--- config.mk ---
export PLATFORM = sky130hd
export DESIGN_NAME = i2s_tx_fifo
export DESIGN_NICKNAME = d
export VERILOG_FILES = /design/src/rtl/i2s_tx_fifo.sv
export SDC_FILE = /design/constraint.sdc
export NUM_CORES = 1
export LEC_CHECK = 0
export ABC_AREA = 1
export BUFFER_PORTS_ARGS = -buffer_cell sky130_fd_sc_hd__buf_2
export CORE_MARGIN = 2
export CORE_UTILIZATION = 50
export CTS_CLUSTER_SIZE = 30
export DETAILED_ROUTE_END_ITERATION = 7
export GPL_TIMING_DRIVEN = 0
export HOLD_SLACK_MARGIN = 0.08
export PLACE_DENSITY = 0.66
export SLEW_MARGIN = 10
export SYNTH_ARGS = -nofsm -noshare
export SYNTH_HDL_FRONTEND = slang
export SYNTH_SLANG_ARGS = --single-unit
--- constraint.sdc ---
create_clock -name clk -period 3.16 [get_ports clk]
set_input_delay 0 -clock clk [delete_from_list [all_inputs] [get_ports clk]]
set_output_delay 0 -clock clk [all_outputs]
set_load 0.1 [all_outputs]
--- src/rtl/i2s_tx_fifo.sv ---
// i2s_tx_fifo: stereo Philips I2S transmitter with a frame FIFO.
// Define I2S_TX_HOLD_LAST_EN to resend the last frame on underrun.
module i2s_tx_fifo #(
  parameter int DATA_W   = 24,
  parameter int SLOT_W   = 32,
  parameter int DEPTH    = 8,
  parameter int SCLK_DIV = 4
) (
  input  logic                       clk,
  input  logic                       rstn,
  input  logic                       enable,
  input  logic                       s_valid,
  output logic                       s_ready,
  input  logic [DATA_W-1:0]          s_left,
  input  logic [DATA_W-1:0]          s_right,
  output logic [$clog2(DEPTH+1)-1:0] level,
  output logic                       underrun,
  input  logic                       underrun_clr,
  output logic                       sclk,
  output logic                       lrclk,
  output logic                       sdout
);

  localparam int AW = $clog2(DEPTH);
  localparam int LW = $clog2(DEPTH+1);
  localparam int DW = $clog2(SCLK_DIV);
  localparam int BW = $clog2(2*SLOT_W);

  localparam logic [DW-1:0] D_LAST = DW'(SCLK_DIV-1);
  localparam logic [DW-1:0] D_HALF = DW'(SCLK_DIV/2);
  localparam logic [BW-1:0] B_LAST = BW'(2*SLOT_W-1);
  localparam logic [BW-1:0] B_SLOT = BW'(SLOT_W);
  localparam logic [BW-1:0] B_DATA = BW'(DATA_W);
  localparam logic [LW-1:0] L_FULL = LW'(DEPTH);

`ifdef I2S_TX_HOLD_LAST_EN
  localparam bit HOLD = 1'b1;
`else
  localparam bit HOLD = 1'b0;
`endif

  typedef enum logic {IDLE, RUN} state_t;

  state_t            state, state_n;
  logic [DATA_W-1:0] mem_l [DEPTH];
  logic [DATA_W-1:0] mem_r [DEPTH];
  logic [AW-1:0]     wptr, rptr;
  logic [DW-1:0]     dcnt, dcnt_n;
  logic [BW-1:0]     bcnt, bcnt_n;
  logic [BW-1:0]     pos;
  logic [DATA_W-1:0] fr_l, fr_r, fr_l_n, fr_r_n;
  logic [DATA_W-1:0] word, mask;
  logic              push, pop, load, empty, urun_set;
  logic              sclk_n, lrclk_n, sdout_n;

  assign s_ready = (level != L_FULL);
  assign empty   = (level == '0);
  assign push    = s_valid && s_ready;

  always_comb begin
    state_n = state;
    dcnt_n  = dcnt;
    bcnt_n  = bcnt;
    load    = 1'b0;
    unique case (state)
      IDLE: begin
        if (enable) begin
          state_n = RUN;
          dcnt_n  = '0;
          bcnt_n  = '0;
          load    = 1'b1;
        end
      end
      RUN: begin
        dcnt_n = (dcnt == D_LAST) ? '0 : dcnt + 1'b1;
        if (dcnt == D_LAST) begin
          bcnt_n = (bcnt == B_LAST) ? '0 : bcnt + 1'b1;
          if (bcnt == B_LAST) begin
            if (enable) load = 1'b1;
            else state_n = IDLE;
          end
        end
      end
      default: state_n = IDLE;
    endcase
  end

  // Outputs are registered from next-state values so they track counters.
  always_comb begin
    pop      = load && !empty;
    urun_set = load && empty;
    fr_l_n   = fr_l;
    fr_r_n   = fr_r;
    if (pop) begin
      fr_l_n = mem_l[rptr];
      fr_r_n = mem_r[rptr];
    end else if (urun_set && !HOLD) begin
      fr_l_n = '0;
      fr_r_n = '0;
    end
    lrclk_n = (bcnt_n >= B_SLOT);
    pos     = lrclk_n ? bcnt_n - B_SLOT : bcnt_n;
    word    = lrclk_n ? fr_r_n : fr_l_n;
    mask    = DATA_W'(1) << (B_DATA - pos);
    sdout_n = (pos != '0) && (pos <= B_DATA)
              && (|(word & mask));
    sclk_n  = (dcnt_n >= D_HALF);
    if (state_n == IDLE) begin
      sclk_n  = 1'b0;
      lrclk_n = 1'b0;
      sdout_n = 1'b0;
    end
  end

  always_ff @(posedge clk) begin
    if (push) begin
      mem_l[wptr] <= s_left;
      mem_r[wptr] <= s_right;
    end
  end

  always_ff @(posedge clk or negedge rstn) begin
    if (!rstn) begin
      wptr     <= '0;
      rptr     <= '0;
      level    <= '0;
      underrun <= 1'b0;
    end else begin
      if (push) wptr <= wptr + 1'b1;
      if (pop) rptr <= rptr + 1'b1;
      unique case (1'b1)
        push && !pop: level <= level + 1'b1;
        pop && !push: level <= level - 1'b1;
        default: ;
      endcase
      underrun <= urun_set | (underrun & ~underrun_clr);
    end
  end

  always_ff @(posedge clk or negedge rstn) begin
    if (!rstn) begin
      state <= IDLE;
      dcnt  <= '0;
      bcnt  <= '0;
      fr_l  <= '0;
      fr_r  <= '0;
      sclk  <= 1'b0;
      lrclk <= 1'b0;
      sdout <= 1'b0;
    end else begin
      state <= state_n;
      dcnt  <= dcnt_n;
      bcnt  <= bcnt_n;
      fr_l  <= fr_l_n;
      fr_r  <= fr_r_n;
      sclk  <= sclk_n;
      lrclk <= lrclk_n;
      sdout <= sdout_n;
    end
  end

endmodule

* After elaboration in Yosys (flattened, before gate mapping) *
Memories as Yosys holds them, arrays and structs flattened.
Index checks and enable logic that the tools add are counted.

storage, ports and cells
  memories kept = 2
  output and inout port bits = 9
  input port bits = 53
  logic and storage cells = 74
  flip-flop bits (word level) = 71
  bits in writable memories = 384

memory list
  name   depth  width  rd ports  clocked after Yosys merged registers in  write ports  line  source
  mem_l  8      24     1         0                                        1            45    logic [DATA_W-1:0] mem_l [DEPTH];
  mem_r  8      24     1         0                                        1            46    logic [DATA_W-1:0] mem_r [DEPTH];

cells by class
  reductions and logical operators = 14
  magnitude comparators = 3
  add/subtract/negate cells = 8
  shift-type cells = 1
  eq/ne operators = 3
  bitwise gates (word level) = 5
  mux-type cells = 26

operators by type and width
  kind                  count
  $mux 24               5
  $and 24x24->24        1
  $mux 6                4
  $reduce_or 24->1      1
  $shl 1x6->24 const A  1
  $pmux 6 s2            1
  $mux 1                10
  $pmux 4 s2            1
  $logic_and 1x1->1     7
  $add 3x1->3 const B   2
  $add 6x1->6 const B   1
  $eq 6x6->1 const B    1
  $ge 6x6->1 const B    1
  $le 6x5->1 const B    1
  $reduce_bool 6->1     1
  $sub 5x6->6 const A   1
  $sub 6x6->6 const B   1
  $add 4x1->4 const B   1
  $logic_not 4->1       1
  $mux 2                2
  $ne 4x4->1 const B    1
  $pmux 1 s2            2
  $pmux 2 s2            1
  $sub 4x1->4 const B   1
  other kinds (8)       11

* Longest topological paths before layout *
  depth after elaboration = 12
  mapped depth = 22
  gate-level depth less buffers = 19

* Worst setup path after synthesis *
OpenSTA, ideal clock, no wires.

  kind = register -> register
  from = register level[0]
  to = memory mem_l[0][0] (enable)
  path slack = -1.932 ns
  data required time = 2.706 ns
  setup time = 0.454 ns
  clock period less this slack = 5.092 ns
  path buffers = 0
  arrival time = 4.639 ns
  stages on the path, launching flop included = 8
  cells stage by stage = dfrtp_1 -> inv_1 -> nand2_1 -> nor2_1 -> nand2_1 -> nand2_1 -> or2_2 -> nor2_1

on the way
  cells in the longest elaborated chain, start to end = 4

RTL lines
  element                       line  source
  start: declaration            16    output logic [$clog2(DEPTH+1)-1:0] level,
  start signal: assignment      132   push && !pop: level <= level + 1'b1;
  start signal: assignment      133   pop && !push: level <= level - 1'b1;
  $ne 4x4->1                    56    assign s_ready = (level != L_FULL);
  named net s_ready             13    output logic s_ready,
  $logic_and 1x1->1             58    assign push = s_valid && s_ready;
  $mux 1                        116   if (push) begin
  $mux 1 (implied by the code)  117   mem_l[wptr] <= s_left;
  end: declaration              45

The timed path passes the listed nets, and every way through them passes these cells.

* Worst setup path in the final report *
  from = register rptr[1]
  to = register sdout

on the way
  cells in the longest elaborated chain, start to end = 7
  elaborated cells between the ends (all ways) = 9
  classes of those cells = mux (4); bitwise (1); reduce/logical (2); memory (2)

RTL lines
  element                                 line  source
  start: declaration                      47    logic [AW-1:0] wptr, rptr;
  start signal: assignment                130   if (pop) rptr <= rptr + 1'b1;
  $mem_v2 8x24, on equally long branches  -
  $mux 24                                 94    if (pop) begin
  $mux 24 *                               103   word = lrclk_n ? fr_r_n : fr_l_n;
  $and 24x24->24 *                        106   && (|(word & mask));
  $reduce_or 24->1 *                      106
  $logic_and 1x1->1 *                     106
  $mux 1 *                                108   if (state_n == IDLE) begin
  named net sdout_n                       54    logic sclk_n, lrclk_n, sdout_n;
  end signal: assignment                  158   sdout <= sdout_n;
  end: declaration                        21    output logic sdout

The timed path passes the listed nets; every way through them passes the cells marked *.
A chain may end at the register's enable or synchronous reset.

==> impl_results.md <==
- Outcome: complete, no violations
- Worst setup slack after placement: between 0.1 and 0.15 ns
- Final Cycle Share: 93.7%
- Port buffer count: 61
- Nets: 2292
- Clk root buf: clkbuf_16
- Mean cell area of the mapped netlist: 9.72 um2
- Initial antenna violation count: 1
- Vias in the first global route: 13.7k
- Ranking of synthesized cells by area: edfxtp_1 (58%), nand2_1 (16%), dfrtp_1 (8.9%)
- Worst Setup SP: rptr[1]
- Post-Synthesis Cells: 2047
- Post-synthesis mux area share: 0%
- Slew Viols, Final: 0
- CTS Sinks: 455
- Drt drc: 0
- CTS tree: built
- Final Instance Area: 23500 um2
- Grt total ovfl: 0
- Clock Latency Late Sink: approximately 0.57 ns
- H-tree levels: 2
- Pleak: 0.0105 uW
- Crit. End Element: flop
- Die width: 204 um
- Crit start category: flop
- Area share of the largest cell type after synthesis: approximately 58%
- Number of buffers created by CTS: 47
- Final cell count without fillers: roughly 2.8k
- Worst setup path class: flop to flop
- Antenna viol nets, final: 0
- Max_slew headroom: between 40% and 50%
- I/O pins: 62
- Initial DRC Count: around 1.2k
- Hold path startpoint: s_right[18]
- Cell count after placement: 2651
- DP Area: 21300 um2
- Post-synthesis compound-gate area fraction: 2.31%
- Area Growth Syn to Fin: 18.0%
- Most common cell after layout, fill and taps aside: nand2_1
- Worst r2r src: rptr[1]
- Die area: a little over 40000 um2
- Initial Util: 50.3%
- Post-layout util: 59.4%
- GPL Wtd Cong: 0.866
- Clock Pin Slew Worst Setup and Hold Paths: about 0.06 ns
- Wire length per cell: between 15 and 20 um
- Die Ht: 204 um
- Worst Reg-to-Reg Cells: 18
- Worst min path class: input pin to flop
- Largest net degree at the start of global routing: 43
- Hold Path Depth: 2
- CP Data Required Time: about 3.7 ns
- Worst Skew: about 0.021 ns
- Share of layout cells above drive strength 1: 11.1%
- Largest family of logic cells by synthesized area: simple AND/OR/NAND/NOR gates
- Drt via density: a little over 5
- Max cap viols: 0
- Synth Area in XOR/XNOR: 0.264%
- Final setup vio count: 0
- Cell Area, Synth: 19900 um2
- Max FO, Critical Path: 10
- Post-Synth Simple-Gate Area: approximately 23%
- Cell taking the most area after synthesis: edfxtp_1
- Total chip power: around 21000 uW
- Final hold vios: 0
- Unrepaired setup endpoints after global routing: false
- FP Rows: 73
- Slew at the pin with the worst max-slew slack: 0.778 ns
- Final HPWL DP: roughly 34 mm
- Unique cell type count in the Yosys netlist: 34
- Setup slack after layout: 0.199 ns
- Power Density: 897 nW/um2
- First-pass GRT wire length: 78.5 mm
- Yosys warns: 0
- Syn Nets: 2108
- Total wire length: 51.3 mm
- Clock buffer depth: 3
- Total Routing Usage GR: approximately a quarter
- Synthesized flop and latch total: 455
- Pre-Repair DR Iteration Count: 6
- Peak supply drop: 0.000573 V
- Peak Freq: 338 MHz
- Core area: 39500 um2
- Arr. time, crit path: 3.45 ns
- Crit path time final: 2.96 ns
- Post-synthesis adder-cell area fraction: 0.541%
- DR vias: 14.3k
- Register area share after synthesis: around 67%
- Most frequent cells in the layout: nand2_1 (842), edfxtp_1 (384), inv_1 (246)
## final cells by class
type / instances / area (um2)
Sequential cell: 455 / 13300
Timing Repair Buffer: 135 / 1270
Multi-Input combinational cell: 1249 / 5270
Antenna cell: 1 / 2.50
Inverter: 253 / 952
Clock inverter: 30 / 368
Clock buffer: 56 / 1220
Buffer: 90 / 442
Fill cell: 3258 / 16100
Tap cell: 525 / 657
## metrics by stage
step                      hold WS [ns]  setup TNS, ns
after floorplan                 -0.296              0
after global placement           0.185         -0.859
after detailed placement       -0.0365              0
after CTS                        0.229              0
after global routing             0.237              0
final                            0.236              0
## where the power goes
| group | internal [uW] | switching (uW) | total (uW) |
|---|---|---|---|
| registers | 7560 | 290 | 7850 |
| clock network | 3420 | 2320 | 5740 |
| logic | 2010 | 5460 | 7480 |
| total | 13000 | 8080 | 21100 |
## sequential cells by signal (all words and copies together), names as in the netlist, 3 cells and up
register	flops
bcnt	6
wptr	3
rptr	3
level	4
fr_l	24
mem_r	192
mem_l	192
fr_r	24
## critical path: stages, from the launching register on
cell and delay, ns:
dfrtp_1 0.38, buf_2 0.20, inv_2 0.14, buf_2 0.29, clkbuf_1 0.54, o21ai_0 0.20, o21ai_0 0.21, nand2_1 0.08
nand2_1 0.12, nand2_1 0.07, nand3_1 0.07, nand2_1 0.07, nor2_1 0.12, nor2_1 0.06, nand2_1 0.07, nor2_1 0.04
nand3_1 0.12, nand2_1 0.07, inv_1 0.05
## final timing paths
| check | slack [ns] | endpoint |
|---|---|---|
| min reg2reg | 0.48 | fr_l[16] |
| min in group asynchronous | 0.48 | fr_l[3] |
| max reg2reg | 0.20 | sdout |
| max | 0.20 | sdout |
| min | 0.24 | mem_r[0][18] |
| max in group asynchronous | 2.42 | level[2] |
## metal layers
metal	track usage [%]	share of wire [%]	up-vias
met1	34.9	42	6789
met2	41.5	47	555
met3	4.25	8.9	84
met5	0	0	-
li1	-	-	6901
met4	6.88	2.0	0
## cells by family after synthesis
kind of cell             Yosys count
XOR/XNOR                           6
buffers and inverters            343
adder cells (fa/ha/maj)            8
flip-flops                       455
AND/OR/NAND/NOR                 1149
AO/OA/AOI/OAI                     86
## repair_timing
action	CTS	global route
resized for setup	0	1
endpoints found under the hold margin	472	0
endpoints found under the setup margin	0	2
hold buffers	55	0
setup buffers	0	1
## cells in the mapped netlist, drive strengths merged
master  instances
buf            66
nor3            2
xnor2           2
ha              7
or2             1
xor2            4
nand4          15
clkbuf         24
fa              1
dfrtp          71
nand2         851
nand3         133
o31ai           1
clkinv          1
nor2          147
a22oi           1
a21oi           5
a211oi          1
o21ai          76
inv           252
edfxtp        384
o22ai           2
(Power assumes the default switching activity.)
